===== src/rtl/fsk_mod.sv =====
// fsk_mod: UART-framed binary FSK modulator selecting between two carriers.
// Frames bytes as start, 8 data LSB-first, stop; idles on the mark tone.
//
// Ports:
//   clk        system clock, rising edge
//   rst        synchronous reset, active-high
//   car1       mark-tone sample (line symbol 1)
//   car2       space-tone sample (line symbol 0)
//   din        byte to transmit
//   din_valid  din holds a byte
//   din_ready  byte can be accepted this cycle
//   mod_out    registered FSK sample
//   bit_out    registered current line symbol
//   busy       frame in progress
//   frame_done one-cycle pulse after the stop bit completes
module fsk_mod #(
    parameter int DATA_W   = 11,
    parameter int BAUD_DIV = 50
) (
    input  logic              clk,
    input  logic              rst,
    input  logic [DATA_W-1:0] car1,
    input  logic [DATA_W-1:0] car2,
    input  logic [7:0]        din,
    input  logic              din_valid,
    output logic              din_ready,
    output logic [DATA_W-1:0] mod_out,
    output logic              bit_out,
    output logic              busy,
    output logic              frame_done
);

    localparam int CW = (BAUD_DIV > 1) ? $clog2(BAUD_DIV) : 1;
    localparam logic [CW-1:0] CMAX = CW'(BAUD_DIV - 1);

    typedef enum logic [1:0] {
        IDLE,
        START,
        DATA,
        STOP
    } state_t;

    state_t        state;
    state_t        state_nx;
    logic [CW-1:0] cnt;
    logic [CW-1:0] cnt_nx;
    logic [2:0]    bcnt;
    logic [2:0]    bcnt_nx;
    logic [7:0]    shreg;
    logic [7:0]    shreg_nx;
    logic          bit_nx;
    logic          busy_nx;
    logic          done_nx;
    logic          last;

    assign din_ready = (state == IDLE) && !rst;
    assign last      = (cnt == CMAX);

    always_comb begin
        state_nx = state;
        cnt_nx   = last ? '0 : cnt + 1'b1;
        bcnt_nx  = bcnt;
        shreg_nx = shreg;
        bit_nx   = bit_out;
        busy_nx  = busy;
        done_nx  = 1'b0;
        unique case (state)
            IDLE: begin
                cnt_nx  = '0;
                bit_nx  = 1'b1;
                busy_nx = 1'b0;
                if (din_valid) begin
                    shreg_nx = din;
                    state_nx = START;
                    bit_nx   = 1'b0;
                    busy_nx  = 1'b1;
                end
            end
            START: begin
                if (last) begin
                    state_nx = DATA;
                    bit_nx   = shreg[0];
                    bcnt_nx  = '0;
                end
            end
            DATA: begin
                if (last) begin
                    if (bcnt == 3'd7) begin
                        state_nx = STOP;
                        bit_nx   = 1'b1;
                    end else begin
                        // next LSB is bit 1 of the unshifted register
                        shreg_nx = shreg >> 1;
                        bcnt_nx  = bcnt + 3'd1;
                        bit_nx   = shreg[1];
                    end
                end
            end
            STOP: begin
                if (last) begin
                    state_nx = IDLE;
                    bit_nx   = 1'b1;
                    busy_nx  = 1'b0;
                    done_nx  = 1'b1;
                end
            end
            default: begin
                state_nx = IDLE;
            end
        endcase
    end

    always_ff @(posedge clk) begin
        if (rst) begin
            state      <= IDLE;
            cnt        <= '0;
            bcnt       <= '0;
            shreg      <= '0;
            bit_out    <= 1'b1;
            busy       <= 1'b0;
            frame_done <= 1'b0;
            mod_out    <= '0;
        end else begin
            state      <= state_nx;
            cnt        <= cnt_nx;
            bcnt       <= bcnt_nx;
            shreg      <= shreg_nx;
            bit_out    <= bit_nx;
            busy       <= busy_nx;
            frame_done <= done_nx;
            // selection uses the symbol and carriers present before this edge
            mod_out    <= bit_out ? car1 : car2;
        end
    end

endmodule


===== config.mk =====
export PLATFORM = sky130hd
export DESIGN_NAME = fsk_mod
export DESIGN_NICKNAME = d
export VERILOG_FILES = /design/src/rtl/fsk_mod.sv
export SDC_FILE = /design/constraint.sdc
export NUM_CORES = 1
export LEC_CHECK = 0
export CAP_MARGIN = 15
export CORE_MARGIN = 4
export CORE_UTILIZATION = 45
export DETAILED_ROUTE_END_ITERATION = 10
export PLACE_DENSITY = 0.79
export SLEW_MARGIN = 10
export SYNTH_ARGS = -nofsm -noshare
export SYNTH_HDL_FRONTEND = slang
export SYNTH_SLANG_ARGS = --single-unit

===== constraint.sdc =====
create_clock -name clk -period 2.8 [get_ports clk]
set_input_delay 0.28 -clock clk [delete_from_list [all_inputs] [get_ports clk]]
set_output_delay 0.28 -clock clk [all_outputs]
set_load 0.02 [all_outputs]

======== Word level (Yosys, flattened, before mapping) ========
Index checks and enable logic that the tools add are counted.
Widths: inputs -> output; s select.
word-level totals
  input port bits ......................... 33
  register bits after elaboration ......... 33
operators by class
  reductions and logical operators ........ 13
  bitwise operators ....................... 1
  multiplexer cells ....................... 25
  equal/unequal tests ..................... 11
  $add $sub $neg .......................... 2
operator list
  cell                 number
  $mux 8               3
  $pmux 8 s2           1
  $ne 2x2->1 const B   6
  $mux 11              1
  $mux 2               5
  $mux 3               3
  $mux 1               8
  $pmux 2 s4           1
  $reduce_and 4->1     2
  $add 6x1->6 const B  1
  $eq 6x6->1 const B   1
  $pmux 3 s2           1
  $reduce_bool 2->1    3
  $reduce_and 5->1     1
  $eq 2x2->1 const B   2
  $pmux 1 s4           1
  $add 3x1->3 const B  1
  $eq 3x3->1 const B   1
  $reduce_and 3->1     1
  $reduce_or 3->1      1
  $eq 2x1->1 const B   1
  $logic_not 2->1      1
  $pmux 1 s2           1
  $reduce_and 2->1     1
  other kinds (4)      4

======== Logic depth before layout (Yosys ltp) ========
  word-level depth ........................ 4
  depth in mapped cells ................... 7
  mapped depth without buffers ............ 6

======== Worst setup path before layout ========
Ideal clock, no wire load.
  path type ............................... reg-to-reg
  from .................................... register state[0]
  to ...................................... register shreg[2]
  arrival ................................. 1.598 ns
  buffers on the path ..................... 2
  path slack .............................. 1.083 ns
  stages on the path, launching flop included .. 8
  required time ........................... 2.681 ns
  period minus slack after synthesis ...... 1.717 ns
  cells stage by stage .................... dfxtp_1 -> inv_1 -> ha_1 -> clkbuf_1 -> nor2b_1 -> or3_1 -> buf_2 -> o221a_1
on the way
  cells in the longest elaborated chain, start to end .. 3
  elaborated cells between the ends (all ways) .. 8
  classes of those cells .................. eq/ne: 4; mux: 1; reduce/logical: 3
ends and longest elaborated chain
  item                                                              RTL line  source
  start: declaration                                                43        state_t state;
  start signal: assignment                                          124       state <= state_nx;
  $eq 2x2->1 / $logic_not 2->1 (equally long branches)              67        unique case (state)
  $ne 2x2->1 (no line) / $reduce_bool 2->1 (equally long branches)  n/a
  $reduce_and 4->1 (no line)                                        n/a
  end signal: assignment                                            127       shreg <= shreg_nx;
  end: declaration                                                  49        logic [7:0] shreg;
Several ways; a longest one is shown, not always the timed one.
A chain may end at the register's enable or synchronous reset.

======== Worst setup path after layout ========
  from .................................... register state[0]
  to ...................................... output port din_ready
on the way
  cells in the longest elaborated chain, start to end .. 2
ends and longest elaborated chain
  item               RTL line  source
  $logic_not 2->1    56        assign din_ready = (state == IDLE) && !rst;
  $logic_and 1x1->1  56
  end: declaration   26        output logic din_ready,
No other way between the ends.

==> results.toml <==
[status]
outcome = "finished clean"

[route]
wire_per_inst_um = 13.24
routed-via-count = 1240
ant_nets = 0
drcViolationCount = 0
detail_route.iter0.violations = 44
via_per_inst = 5.082
route.final.wire_length_um = 3231
drtPass1Iterations = 4

[clock_tree]
h-tree-depth = 2
tritoncts_clock_tree = "yes"
cts_root_buf = "sky130_fd_sc_hd__clkbuf_4"
clkSinkCount = 33
cts_setup_buffers = 0
max-clock-path-buffers = 2
cts_buffers = 5
cts.clk_slew.worst_paths_ns = 0.10
clkLatencyLatePin_ns = 0.33
cts.repair.resized = 0
hold_buffers = 0

[die]
die_width_um = 64.74
die_height_um = 64.74
initial_utilization_pct = 47.07
floorplan.rows = 20
floorplan.core_area_mm2 = 0.003078
die_area_mm2 = 0.004191
ios = 48

[synthesis]
flops_latches_synth = 33
asyncSetResetFlopFracSynth_pct = 0
dominantRegCellSynth = "sky130_fd_sc_hd__dfxtp_1"
synthMostInstantiatedCell = "sky130_fd_sc_hd__nor2_1"
count_of_flip_flops_with_a_built_in_enable_after_synthesis = 0
synth.distinct_cells = 35
yosysTopAreaCell = "sky130_fd_sc_hd__dfxtp_1"
synth_warnings = 0
fraction_of_synthesized_cell_area_taken_by_the_top_area_cell_type_pct = 45.60
syn_nets = 191
syn-instance-count = 150
syn_area_mm2 = 0.001449
syn_area_per_cell_um2 = 9.659
synth.top_cells.by_count = "sky130_fd_sc_hd__nor2_1, sky130_fd_sc_hd__dfxtp_1, sky130_fd_sc_hd__mux2i_1, sky130_fd_sc_hd__ha_1, sky130_fd_sc_hd__o221a_1"
synth.top_cells.by_area = "sky130_fd_sc_hd__dfxtp_1, sky130_fd_sc_hd__nor2_1, sky130_fd_sc_hd__mux2i_1, sky130_fd_sc_hd__ha_1, sky130_fd_sc_hd__o221a_1"
seq_area_frac_synth_pct = 45.60

[timing]
timing_max_transition_violations_final = 0
worst_slew_pin_slew_ns = 0.3670
report.final.setup_viol = 0
final_period_utilization_pct = 77.36
setup_total_negative_slack_ns = 0
final.min_clock_period_ns = 2.166
max_freq_mhz = 461.7
fin_hold_ws_ns = 0.4980
max_slew_margin_pct = 75.34
rsz_0062_raised_after_global_routing = "no"
final_hold_viol_count = 0
finalClockSkew_ns = 0.004417

[critical_path]
rrSetupSlack_ns = 0.95
critical_path.max_fanout = 8
worst_r2r_src = "cnt[0]"
timing_worst_setup_path_type = "reg -> out"
regToRegEndpoint = "shreg[5]"
crit_path_end_kind = "output pin"
critPathCapture = "din_ready"
depth_of_the_most_critical_reg_to_reg_path = 5
critical_path.cell_chain = "inv_1, ha_1, nor2b_1, clkdlybuf4s50_1"
worst-endpoint-required_ns = 2.52
setup.worst_path.start = "state[0]"
crit_slowest_cell = "sky130_fd_sc_hd__clkdlybuf4s50_1"
start_kind = "register"
arrival_ns = 1.89
critical-path-max-stage-delay_ns = 0.63

[global_routing]
grt_pass1_wl_um = 5513
groute.usage.overall_pct = 16.54
first_global_vias = 1240
globalRoute.totalOverflow = 0
grt_antenna_before_repair = 0
grt_max_degree = 29

[power]
power_frac_clock_pct = 16.5
part_of_the_total_power_dissipated_in_combinational_logic_pct = 42.2
power_per_cell_area_mw_per_mm2 = 779.4
switching_share_pct = 36.10
seqPwrFrac_pct = 41.3
cell_internal_power_w = 0.001003
net-switching-power_w = 0.0005664
total_leakage_power_nw = 0.8395
ir_drop_v = 0.0004120

[layout]
final_layout_size_suffix_gt1_share_pct = 7.500
antenna_cells = 0
design.final.nets = 240
area_growth_pct = 38.95

[placement]
detailedPlacementHpwl_um = 2459
gp_congestion = 0.7366
portBuffers = 47

[hold_path]
worst_hold_path_type = "reg -> reg"

[flow_run]
max_cap_violations = 0
logic make-up after synthesis:
group                    count (synthesis)  synth area share (%)
adder cells (fa/ha/maj)                  8                 6.909
AO/OA/AOI/OAI                           24                 13.90
buffers and inverters                   12                 3.454
XOR/XNOR                                 4                 2.418
AND/OR/NAND/NOR                         56                 18.65
multiplexers                            13                 9.068
flip-flops                              33                 45.60
metrics by stage:
step / instance area [um2] / cells / power, W / util, % / setup slack [ns]
floorplan: 1449 / 150 / 0.001096 / - / 1.083
detailed placement: 1958 / 236 / 0.001320 / 63.62 / 0.9946
global placement: 1958 / 236 / 0.001292 / 63.62 / 1.051
finish: 2013 / 244 / 0.001569 / 65.41 / 0.6339
CTS: 2013 / 244 / 0.001580 / 65.41 / 0.6295
global route: 2013 / 244 / 0.001684 / 65.41 / 0.5069
cells in the final DEF (no fill, tap or decap):
master / synthesis / routed
sky130_fd_sc_hd__or3_1: 2 / 2
sky130_fd_sc_hd__a21oi_2: 1 / 1
sky130_fd_sc_hd__a222oi_1: 1 / 1
sky130_fd_sc_hd__nor3b_1: 1 / 1
sky130_fd_sc_hd__a22o_1: 2 / 2
sky130_fd_sc_hd__xor2_1: 2 / 2
sky130_fd_sc_hd__a22oi_1: 2 / 2
sky130_fd_sc_hd__clkinv_2: 0 / 2
sky130_fd_sc_hd__clkinvlp_4: 0 / 1
sky130_fd_sc_hd__inv_1: 5 / 5
sky130_fd_sc_hd__nand2b_1: 3 / 3
sky130_fd_sc_hd__or2_2: 1 / 1
sky130_fd_sc_hd__a311o_1: 1 / 1
sky130_fd_sc_hd__and4bb_4: 1 / 1
sky130_fd_sc_hd__nor3_1: 1 / 1
sky130_fd_sc_hd__nand3_1: 4 / 4
sky130_fd_sc_hd__dfxtp_1: 33 / 33
sky130_fd_sc_hd__nand2_4: 1 / 1
sky130_fd_sc_hd__ha_1: 8 / 8
sky130_fd_sc_hd__a31oi_1: 2 / 2
sky130_fd_sc_hd__clkbuf_4: 0 / 5
sky130_fd_sc_hd__a21oi_1: 3 / 3
sky130_fd_sc_hd__o2bb2ai_1: 1 / 1
sky130_fd_sc_hd__o221a_1: 7 / 7
sky130_fd_sc_hd__nor2_1: 35 / 35
sky130_fd_sc_hd__o21ai_0: 2 / 2
sky130_fd_sc_hd__buf_4: 1 / 2
sky130_fd_sc_hd__clkdlybuf4s50_1: 0 / 47
sky130_fd_sc_hd__nor2b_1: 3 / 3
sky130_fd_sc_hd__nand2_1: 2 / 2
sky130_fd_sc_hd__a211oi_1: 1 / 1
sky130_fd_sc_hd__mux2_2: 1 / 1
sky130_fd_sc_hd__mux2i_1: 12 / 12
sky130_fd_sc_hd__o21a_1: 1 / 1
sky130_fd_sc_hd__xnor2_1: 2 / 2
sky130_fd_sc_hd__nand3b_1: 2 / 2
metal layers:
layer  share of wire [%]  track usage (%)  up-vias
li1                    -                -      622
met2                  46            27.08       59
met3                 9.7            6.759        5
met4                 1.1            4.485        0
met1                  43            19.91      554
met5                   0                0        -
registers in the layout, indices dropped and copies added (netlist names):
| name | flops |
|---|---|
| state | 2 |
| frame_done | 1 |
| mod_out | 11 |
| busy | 1 |
| cnt | 6 |
| bit_out | 1 |
| shreg | 8 |
| bcnt | 3 |
final cells by class:
type | instances | area, um2
sequential | 33 | 660.6
inverter | 5 | 18.77
clock inverter | 3 | 17.52
tap | 44 | 55.05
timing repair buffer | 49 | 485.5
clock buffer | 5 | 37.54
fill | 263 | 1065
multi-input combinational | 105 | 738.2
power by group through the flow:
stage,clock (W),sequential (W),combinational (W)
detailed placement,0,0.000656,0.000664
global placement,0,0.000652,0.000640
floorplan,0,0.000690,0.000406
global route,0.000292,0.000660,0.000732
finish,0.000258,0.000648,0.000663
CTS,0.000267,0.000647,0.000666
critical path, delay by kind of cell, from the launching register on:
family                   cells  cell delay [ns]
AND/OR/NAND/NOR              1             0.19
adder cells (fa/ha/maj)      1             0.28
buffers and inverters        2             0.73
flip-flops                   1             0.36
worst min-delay path by stage:
stage	from	endpoint	cells after the start
CTS	cnt[0]	cnt[0]	1
detailed placement	cnt[0]	cnt[0]	1
global placement	cnt[0]	cnt[0]	1
finish	cnt[0]	cnt[0]	1
floorplan	car2[0]	mod_out[0]	2
global route	bcnt[1]	bcnt[1]	1
Power figures use the tool's default switching activity.
